File: src/rtl/ddr_rd_arbiter_pkg.sv
// Shared DDR read-path parameters and the order-FIFO entry type.
// Owner field is sized for the largest supported requester count (8).
package GLOBAL_PARAM;

  localparam int DDR_W       = 32;
  localparam int DDR_ADDR_W  = 32;
  localparam int BURST_W     = 4;
  localparam int REQ_NUM_MAX = 8;

  // Bits needed to encode n distinct values (minimum 1).
  function automatic int bw(input int n);
    int r;
    r = 1;
    while ((1 << r) < n) r++;
    return r;
  endfunction

  localparam int OWNER_W = bw(REQ_NUM_MAX);

  typedef struct packed {
    logic [OWNER_W-1:0] owner;
    logic [BURST_W-1:0] size;
  } rd_order_t;

endpackage

File: src/rtl/ddr_rd_arbiter_order_fifo.sv
// Synchronous order FIFO: one entry per granted burst, popped when its last beat returns.
// Full/empty come from the registered count, so a same-cycle pop never frees room for a push.
module rd_order_fifo
  import GLOBAL_PARAM::bw;
#(
  parameter int DEPTH = 16,
  parameter int W     = 8,
  localparam int PW   = $clog2(DEPTH),
  localparam int CW   = bw(DEPTH + 1)
) (
  input  logic          clk,
  input  logic          rst,
  input  logic          push_i,
  input  logic [W-1:0]  din_i,
  input  logic          pop_i,
  output logic [W-1:0]  dout_o,
  output logic          full_o,
  output logic          empty_o,
  output logic [CW-1:0] count_o
);

  logic [W-1:0]  mem_q [DEPTH];
  logic [PW-1:0] wr_ptr_q, rd_ptr_q;
  logic [CW-1:0] count_q, count_d;
  logic          wr_en, rd_en;

  assign full_o  = (count_q == CW'(DEPTH));
  assign empty_o = (count_q == '0);
  assign wr_en   = push_i && !full_o;
  assign rd_en   = pop_i && !empty_o;
  assign dout_o  = mem_q[rd_ptr_q];
  assign count_o = count_q;

  always_comb begin
    count_d = count_q;
    case ({wr_en, rd_en})
      2'b10:   count_d = count_q + CW'(1);
      2'b01:   count_d = count_q - CW'(1);
      default: count_d = count_q;
    endcase
  end

  always_ff @(posedge clk or posedge rst) begin
    if (rst) begin
      wr_ptr_q <= '0;
      rd_ptr_q <= '0;
      count_q  <= '0;
    end else begin
      if (wr_en) wr_ptr_q <= wr_ptr_q + PW'(1);
      if (rd_en) rd_ptr_q <= rd_ptr_q + PW'(1);
      count_q <= count_d;
    end
  end

  always_ff @(posedge clk) begin
    if (wr_en) mem_q[wr_ptr_q] <= din_i;
  end

endmodule

File: src/rtl/ddr_rd_arbiter.sv
// Round-robin DDR read-address arbiter with in-order data return steered by an order FIFO.
// The data router is purely combinational from ddr_valid; owner back-pressure stalls the channel.
module ddr_rd_arbiter
  import GLOBAL_PARAM::bw;
  import GLOBAL_PARAM::rd_order_t;
  import GLOBAL_PARAM::OWNER_W;
#(
  parameter int REQ_NUM     = 4,
  parameter int ORDER_DEPTH = 16,
  parameter int DDR_ADDR_W  = GLOBAL_PARAM::DDR_ADDR_W,
  parameter int BURST_W     = GLOBAL_PARAM::BURST_W,
  parameter int DDR_W       = GLOBAL_PARAM::DDR_W
) (
  input  logic                                clk,
  input  logic                                rst,
  input  logic [REQ_NUM-1:0][DDR_ADDR_W-1:0]  req_addr,
  input  logic [REQ_NUM-1:0][BURST_W-1:0]     req_size,
  input  logic [REQ_NUM-1:0]                  req_valid,
  output logic [REQ_NUM-1:0]                  req_ready,
  output logic [DDR_ADDR_W-1:0]               ddr_addr,
  output logic [BURST_W-1:0]                  ddr_size,
  output logic                                ddr_addr_valid,
  input  logic                                ddr_addr_ready,
  input  logic [DDR_W-1:0]                    ddr_data,
  input  logic                                ddr_valid,
  output logic                                ddr_ready,
  output logic [DDR_W-1:0]                    rsp_data,
  output logic [REQ_NUM-1:0]                  rsp_valid,
  input  logic [REQ_NUM-1:0]                  rsp_ready,
  output logic [bw(ORDER_DEPTH+1)-1:0]        outstanding,
  output logic                                err_orphan
);

  localparam int GW = bw(REQ_NUM);

  logic [GW-1:0]         last_q, win, cand;
  logic                  found, grant, grant_ok, slot_free;
  int                    arb_idx;
  logic [DDR_ADDR_W-1:0] addr_q;
  logic [BURST_W-1:0]    size_q;
  logic                  avalid_q;
  logic [BURST_W-1:0]    cnt_q, cnt_d;
  logic                  err_q;
  logic                  fifo_full, fifo_empty, pop, accept;
  rd_order_t             push_entry, head;
  logic [$bits(rd_order_t)-1:0] fifo_dout;

  assign slot_free = !avalid_q || ddr_addr_ready;
  assign grant_ok  = slot_free && !fifo_full;

  always_comb begin
    found   = 1'b0;
    win     = '0;
    arb_idx = 0;
    cand    = '0;
    for (int i = 0; i < REQ_NUM; i++) begin
      arb_idx = int'(last_q) + 1 + i;
      if (arb_idx >= REQ_NUM) arb_idx = arb_idx - REQ_NUM;
      cand = GW'(arb_idx);
      if (!found && req_valid[cand]) begin
        win   = cand;
        found = 1'b1;
      end
    end
  end

  // rst gates the combinational grant so req_ready is 0 throughout reset.
  assign grant     = found && grant_ok && !rst;
  assign req_ready = grant ? (REQ_NUM'(1) << win) : '0;

  assign push_entry.owner = OWNER_W'(win);
  assign push_entry.size  = req_size[win];

  always_ff @(posedge clk or posedge rst) begin
    if (rst) begin
      addr_q   <= '0;
      size_q   <= '0;
      avalid_q <= 1'b0;
      last_q   <= GW'(REQ_NUM - 1);
    end else if (grant) begin
      addr_q   <= req_addr[win];
      size_q   <= req_size[win];
      avalid_q <= 1'b1;
      last_q   <= win;
    end else if (ddr_addr_ready) begin
      avalid_q <= 1'b0;
    end
  end

  assign ddr_addr       = addr_q;
  assign ddr_size       = size_q;
  assign ddr_addr_valid = avalid_q;

  rd_order_fifo #(
    .DEPTH (ORDER_DEPTH),
    .W     ($bits(rd_order_t))
  ) u_order_fifo (
    .clk     (clk),
    .rst     (rst),
    .push_i  (grant),
    .din_i   (push_entry),
    .pop_i   (pop),
    .dout_o  (fifo_dout),
    .full_o  (fifo_full),
    .empty_o (fifo_empty),
    .count_o (outstanding)
  );

  assign head     = rd_order_t'(fifo_dout);
  assign rsp_data = ddr_data;

  always_comb begin
    ddr_ready = 1'b0;
    rsp_valid = '0;
    for (int i = 0; i < REQ_NUM; i++) begin
      if (head.owner == OWNER_W'(i)) begin
        rsp_valid[i] = !fifo_empty && ddr_valid;
        ddr_ready    = !fifo_empty && rsp_ready[i];
      end
    end
  end

  assign accept = ddr_valid && ddr_ready;
  assign pop    = accept && (cnt_q == head.size);

  always_comb begin
    cnt_d = cnt_q;
    if (accept) cnt_d = pop ? '0 : cnt_q + BURST_W'(1);
  end

  always_ff @(posedge clk or posedge rst) begin
    if (rst) begin
      cnt_q <= '0;
      err_q <= 1'b0;
    end else begin
      cnt_q <= cnt_d;
      if (ddr_valid && fifo_empty) err_q <= 1'b1;
    end
  end

  assign err_orphan = err_q;

endmodule

File: config.mk
export PLATFORM = sky130hd
export DESIGN_NAME = ddr_rd_arbiter
export DESIGN_NICKNAME = d
export VERILOG_FILES = /design/src/rtl/ddr_rd_arbiter_pkg.sv /design/src/rtl/ddr_rd_arbiter_order_fifo.sv /design/src/rtl/ddr_rd_arbiter.sv
export SDC_FILE = /design/constraint.sdc
export NUM_CORES = 1
export LEC_CHECK = 0
export BUFFER_PORTS_ARGS = -buffer_cell sky130_fd_sc_hd__buf_2
export CORE_ASPECT_RATIO = 0.75
export CORE_MARGIN = 2
export CORE_UTILIZATION = 55
export CTS_CLUSTER_SIZE = 30
export DETAILED_ROUTE_END_ITERATION = 12
export PLACE_DENSITY = 0.87
export REMOVE_ABC_BUFFERS = 1
export SLEW_MARGIN = 20
export SYNTH_ARGS = -nofsm -noshare
export SYNTH_HDL_FRONTEND = slang
export SYNTH_SLANG_ARGS = --single-unit
File: constraint.sdc
create_clock -name clk -period 10.8 [get_ports clk]
set_input_delay 1.08 -clock clk [delete_from_list [all_inputs] [get_ports clk]]
set_output_delay 1.08 -clock clk [all_outputs]
set_load 0.02 [all_outputs]
# Word-level counts from Yosys, hierarchy flattened
# Memories as Yosys holds them, arrays and structs flattened.
# Cells that the tools add are included.
[totals]
regBits = 57
ramBits = 96
input_bits = 188
out_inout_bits = 84
word_cells = 107
memories = 1
[memory_table]
columns = ["name", "words", "width", "read_ports", "rd_clocked_by_memory_dff", "wr", "line_no", "source"]
rows = [
  ["u_order_fifo.mem_q", 16, 6, 1, 0, 1, "ddr_rd_arbiter_order_fifo.sv:22", "logic [W-1:0] mem_q [DEPTH];"],
]
[op_classes]
n_addsub = 13
n_lt_le_gt_ge = 9
n_eq_ne = 7
n_shift = 1
muxes = 39
reduce_logical = 28
[op_table]
columns = ["operator", "count"]
rows = [
  ["binary-select mux 32 bit (select 2 bit)", 1],
  ["2-to-1 mux 32 bit", 1],
  ["2-to-1 mux 1 bit", 20],
  ["logical AND 1 bit", 16],
  ["2-to-1 mux 2 bit", 8],
  ["< comparator 2 x 3 -> 1 bit (second input constant)", 5],
  ["adder 4 x 1 -> 4 bit (second input constant)", 3],
  [">= comparator 4 x 3 -> 1 bit (second input constant)", 3],
  ["2-to-1 mux 4 bit", 3],
  ["case mux 5 bit (2 select lines)", 1],
  ["adder 3 x 2 -> 4 bit (second input constant)", 2],
  ["binary-select mux 1 bit (select 2 bit)", 4],
  ["binary-select mux 4 bit (select 2 bit)", 1],
  ["subtractor 2 x 1 -> 2 bit (second input constant)", 4],
  ["zero test 1 bit", 7],
  ["equality test 3 x 2 -> 1 bit (second input constant)", 2],
  ["adder 5 x 1 -> 5 bit (second input constant)", 1],
  ["equality test 5 bit (second input constant)", 1],
  ["zero test 5 bit", 1],
  ["subtractor 5 x 1 -> 5 bit (second input constant)", 1],
  ["adder 3 x 1 -> 4 bit (second input constant)", 1],
  ["equality test 4 bit", 1],
  ["nonzero test 2 bit", 2],
  ["left shift 1 x 2 -> 4 bit (first input constant)", 1],
  ["other kinds (7)", 7],
]

# Logic depth before layout (Yosys ltp)
[depth]
ltp_word = 20
mapped_depth = 19

# By module
# From an unflattened synthesis, not the netlist that was laid out.
[hier_totals]
cells_unflattened = 615
hier_area_um2 = 8296.7
[by_module_without_submodules]
columns = ["mod", "instances", "cells_per_inst", "area_each_um2", "seq_area_each_um2"]
rows = [
  ["rd_order_fifo", 1, 291, 5131.2, 3688.5],
  ["ddr_rd_arbiter", 1, 324, 3165.5, 1103.6],
]

# Least setup slack after synthesis
# OpenSTA, ideal clock, no wires.
[synth_path]
path_kind = "input-to-output"
startpoint = "input port ddr_addr_ready"
endpoint = "output port req_ready[0]"
t_arrival_ns = 2.831
required_time_ns = 9.720
slack_ns = 6.889
stages = 5
n_path_buf = 1
path_cell_list = "nor2b_1 -> a2111oi_2 -> clkinv_1 -> clkbuf_1 -> nor3_1"
[synth_via]
elab_chain_cells = 5
[synth_lines]
columns = ["element", "line_no", "source"]
rows = [
  ["from (decl)", "ddr_rd_arbiter.sv:23", "input logic ddr_addr_ready,"],
  ["logical OR 1 bit", "ddr_rd_arbiter.sv:48", "assign slot_free = !avalid_q || ddr_addr_ready;"],
  ["logical AND 1 bit", "ddr_rd_arbiter.sv:49", "assign grant_ok = slot_free && !fifo_full;"],
  ["logical AND 1 bit (2 in a row)", "ddr_rd_arbiter.sv:68", "assign grant = found && grant_ok && !rst;"],
  ["2-to-1 mux 4 bit", "ddr_rd_arbiter.sv:69", "assign req_ready = grant ? (REQ_NUM'(1) << win) : '0;"],
  ["to (decl)", "ddr_rd_arbiter.sv:19", "output logic [REQ_NUM-1:0] req_ready,"],
]
# Every way passes these cells.

# Worst setup path after layout
[layout_path]
startpoint = "register u_order_fifo.rd_ptr_q[0]"
endpoint = "output port ddr_ready"
[layout_via]
elab_chain_cells = 6
elab_cells_between_ends = 9
[layout_lines]
columns = ["element", "line_no", "source"]
rows = [
  ["from (decl)", "ddr_rd_arbiter_order_fifo.sv:23", "logic [PW-1:0] wr_ptr_q, rd_ptr_q;"],
  ["from (signal assigned)", "ddr_rd_arbiter_order_fifo.sv:50", "if (rd_en) rd_ptr_q <= rd_ptr_q + PW'(1);"],
  ["memory read (16 x 6 bit) (*)", "-", ""],
  ["zero test 3 bit", "ddr_rd_arbiter.sv:116", "if (head.owner == OWNER_W'(i)) begin"],
  ["2-to-1 mux 1 bit (3 in a row)", "ddr_rd_arbiter.sv:116", ""],
  ["2-to-1 mux 1 bit (*)", "ddr_rd_arbiter.sv:116", ""],
  ["to (decl)", "ddr_rd_arbiter.sv:26", "output logic ddr_ready,"],
]
# Every way passes the cells marked *; elsewhere a longest branch is shown, timed or not.

==> flow_results.org <==
** Outcome
- The flow ran to the end, and the final reports show no timing, DRC or antenna violations.

** Cells and area
- Counting the fill cells in the layout gives 972.
- In the final layout, the multi-input gates occupy around 3000 sq um.
- Synth-to-Final Area Change :: 19.5%
- Leaving out fill and tap cells, the most frequent cell in the layout is nand2_1.
- Area occupied by registers :: 4310 sq um
- Count of nets after finishing :: 1101
- The top cell types in the final layout, fill and taps aside, are nand2_1 (215), buf_2 (207), edfxtp_1 (96).
- Share of cells above drive strength 1 :: 0.314
- Leaving out filler cells and counting taps, the final layout contains 1090.
- The number of antenna diodes in the final layout is 0.

** Placement
- In this run the tool buffered the top-level ports with 207 buffer cells.
- The congestion estimate from routability-driven global placement came to approximately 0.85.
- Placed cell count :: between 1k and 1.5k
- Prior to clock tree synthesis, the placed netlist has a worst setup slack of 6.51 ns.
- Summed over all nets, the half-perimeter wirelength after detailed placement is about 14000 microns.

** Synth
- Main combinational cell family by area after synthesis :: simple AND/OR/NAND/NOR gates
- The share of synthesized area in the top cell type comes to 0.367.
- Counting distinct cell types in the post-synthesis netlist gives slightly below 50.
- Synth Flop Type :: edfxtp_1
- Biggest area contributors in the synthesized netlist :: edfxtp_1 (37%), dfrtp_1 (18%), nand2_1 (10%), mux4_2 (4.6%), o21ai_0 (4.5%)
- The post-synthesis compound-gate area fraction is 0.0778.
- The portion of synthesized area spent on multiplexers is 0.103.
- Of the total synthesized cell area, the portion taken by full adders, half adders and majority gates is 0.0185.
- After technology mapping, the gate count stands at 740.
- In the synthesized netlist the async set-or-reset flop fraction comes to 0.373.
- During synthesis, Yosys emitted a total of 0 warnings.
- Sequential-to-total area share from yosys stat :: 0.549
- Mapped cell area :: 7850 sq um
- Synth Area in XOR/XNOR :: 0.0178
- Of all cell types, the one taking the most synthesized area is edfxtp_1.
- After synthesis the netlist holds a flip-flop and latch count of 153.
- Avg Cell Area, Syn :: 10.6 sq um
- Yosys mapped a number of flops with a built-in enable equal to 96.
- Simple-Gate Fraction of Synth Area :: 0.170

** Floorplanning
- Floorplan die area :: between 15000 and 20000 sq um
- Initial core utilization :: 0.567
- Standard-cell row count :: 37
- The die is about 110 microns tall.
- Count of pins on the block boundary :: between 200 and 300
- Core outline area :: 13800 sq um
- From left edge to right edge, the die measures roughly 140 microns.

** Clock network
- Buffers inserted to repair hold after CTS numbered 0.
- Gates resized, CTS repair :: 0
- CTS max path bufs :: 2
- Clock latency at the later pin of the worst-skew pair :: 0.42 ns
- Number of buffers created by CTS :: 17
- # Post-CTS Setup Buffers :: 0
- Clock slew seen by the registers of the worst setup and hold paths :: 0.06 ns
- Clock tree sinks :: roughly 150
- CTS tree :: done
- Clk root buf :: clkbuf_16
- The clock tree synthesis step divided the H-tree into 4 levels.

** Timing
- Summed over all failing endpoints, the final setup total negative slack is 0 ns.
- For the pin with the worst max-slew slack, the measured transition is 0.973 ns.
- Final setup viols :: 0
- Unrepaired setup endpoints after global routing :: false
- Final setup margin :: 6.41 ns
- Worst hold slack after final layout :: 0.452 ns
- In this run the tightest slew margin relative to its limit is 0.351.
- In the finished design, the share of the clock period the worst path needs comes to 0.406.
- The smallest clock period supported by the final layout is computed as 4.39 ns.
- The clock arrives with around 0.01 ns of skew.
- The final-report hold violation count is 0.
- Fmax achieved :: roughly 230 MHz
- Max-slew violation total from the final report :: 0

** Pwr
- Summed over all cells, the static leakage comes to 4.11 nW.
- Worst-case vdd ir drop :: 0.000123 V
- Power per cell area :: 257 nW/um^2

** Setup path
- STA classifies the critical path endpoint as a primary output.
- Buffers & Inverters on Critical Path :: 2
- For this design, the slowest cell found on the critical path is dfrtp_1.
- At the worst endpoint, the required time is between 9 and 10 ns.
- Cell-by-cell listing of the critical path :: buf_4 > mux4_1 > mux4_2 > nor4_4 > a211oi_1 > buf_2
- For the worst setup path, the data arrival time is about 3.3 ns.
- Startpoint-to-endpoint class of the critical path :: flip-flop to primary output
- CP startpoint kind :: flip-flop
- Top cell family by delay on the critical path :: multiplexers
- Maximum fanout along the worst path :: 13
- In this design, the stage delay of the slowest critical-path cell is 0.64 ns.

** Run
- Across the run, the number of max-cap violations was 0.

** Hold path
- Type of the worst min-delay path :: flip-flop to flip-flop

** Route
- The first TritonRoute pass finished after 6 iterations.
- Dividing the detail-routed via count by the number of cells gives 5.54.
- Detailed Route WL :: 19600 microns
- Number of design rule violations left after detail routing :: 0
- Number of DRC violations after detailed-routing iteration 0 :: 570
- Antenna Nets Post-Route :: 0
- Total via count in the routed design :: 6036
- Routed wire per std cell :: approximately 18 microns

** GRT
- Entering global routing, the biggest net connects between 70 and 80 pins.
- The first global-routing pass estimated 30200 microns of wire.
- Vias in the first global route :: 5573
- Across every metal layer, demand over resource in global routing totals 0.263.
- The number of antenna violations at the first check in global routing was 0.
- Total grt overflow :: 0
==> metrics by stage <==
| stage | util | power, mW | area [sq um] |
|---|---|---|---|
| 2_1_floorplan | - | 1.53 | 7400 |
| 3_3_place_gp | 0.635 | 1.79 | 8790 |
| 6_report | 0.678 | 2.41 | 9380 |
| 3_5_place_dp | 0.635 | 1.83 | 8790 |
| 5_1_grt | 0.678 | 2.55 | 9380 |
| 4_1_cts | 0.677 | 2.42 | 9370 |
==> area by class of cell <==
class / count / area share
repair buffers: 220 / 0.121
inverters: 14 / 0.00560
multi-input cells: 496 / 0.329
well taps: 175 / 0.0233
clock buffers: 21 / 0.0503
clock inverters: 11 / 0.0115
flip-flops and latches: 153 / 0.459
==> layer usage <==
| metal | track usage | part of all wire | routed length [microns] | up-vias |
|---|---|---|---|---|
| li1 | - | - | - | 2874 |
| met1 | 0.371 | 0.42 | 8310 | 2840 |
| met2 | 0.405 | 0.48 | 9430 | 306 |
| met3 | 0.0756 | 0.086 | 1690 | 16 |
| met4 | 0.0679 | 0.010 | 197 | 0 |
| met5 | 0.00702 | 0 | 0 | - |
==> where the power goes <==
part           total, mW  leakage, nW  internal, mW  switching [mW]
registers          0.901         1.56         0.794           0.107
logic              0.933         2.26         0.360           0.573
clock network      0.576        0.285         0.340           0.236
==> flip-flops by register name (all words and copies together), names as in the netlist <==
name	flops
u_order_fifo.wr_ptr_q	4
ddr_size	4
u_order_fifo.rd_ptr_q	4
ddr_addr	32
u_order_fifo.count_o	5
ddr_addr_valid	1
err_orphan	1
u_order_fifo.mem_q	96
cnt_q	4
last_q	2
==> Yosys cell counts, types with 6 or more instances <==
master,number
buf_1,6
and3_1,6
mux4_2,16
ha_1,10
nor3_1,9
clkbuf_1,32
inv_1,13
dfrtp_1,55
nand2b_1,11
mux2i_1,31
o21ai_0,71
edfxtp_1,96
nand2_1,215
buf_4,34
xnor2_1,12
nand3_1,33
nor2_1,18
==> worst paths after layout <==
check                                                          start                              endpoint  slack [ns]  depth (start not counted)
worst max-delay path            u_order_fifo.rd_ptr_q[0]$_DFFE_PP0P_                             ddr_ready        6.41                          6
worst min-delay path                          err_orphan$_DFFE_PP0P_                err_orphan$_DFFE_PP0P_        0.45                          1
worst max register to register  u_order_fifo.rd_ptr_q[1]$_DFFE_PP0P_   u_order_fifo.count_o[4]$_DFFE_PP0P_        6.43                         17
worst min register to register                err_orphan$_DFFE_PP0P_                err_orphan$_DFFE_PP0P_        0.45                          1
max in group asynchronous                                        rst  u_order_fifo.wr_ptr_q[2]$_DFFE_PP0P_        9.42                          3
min in group asynchronous                                        rst               ddr_addr[7]$_DFFE_PP0P_        0.90                          3
==> worst register-to-register path: cells and delay by family, from the launching register on <==
family	cells	cell delay [ns]
AO/OA/AOI/OAI	3	0.46
AND/OR/NAND/NOR	3	0.67
multiplexers	2	0.67
XOR/XNOR	3	0.43
buffers and inverters	4	0.67
adder cells (fa/ha/maj)	2	0.64
flip-flops	1	0.73
==> kinds of logic (layout without fill, tap and decap cells) <==
family          after synthesis  count (layout)
mux                          55              55
fa+ha+maj                    11              11
simple gates                310             310
xor+xnor                     16              16
compound gates              104             104
flops                       153             153
buf+inv                      91             266
(Power assumes the default switching activity.)
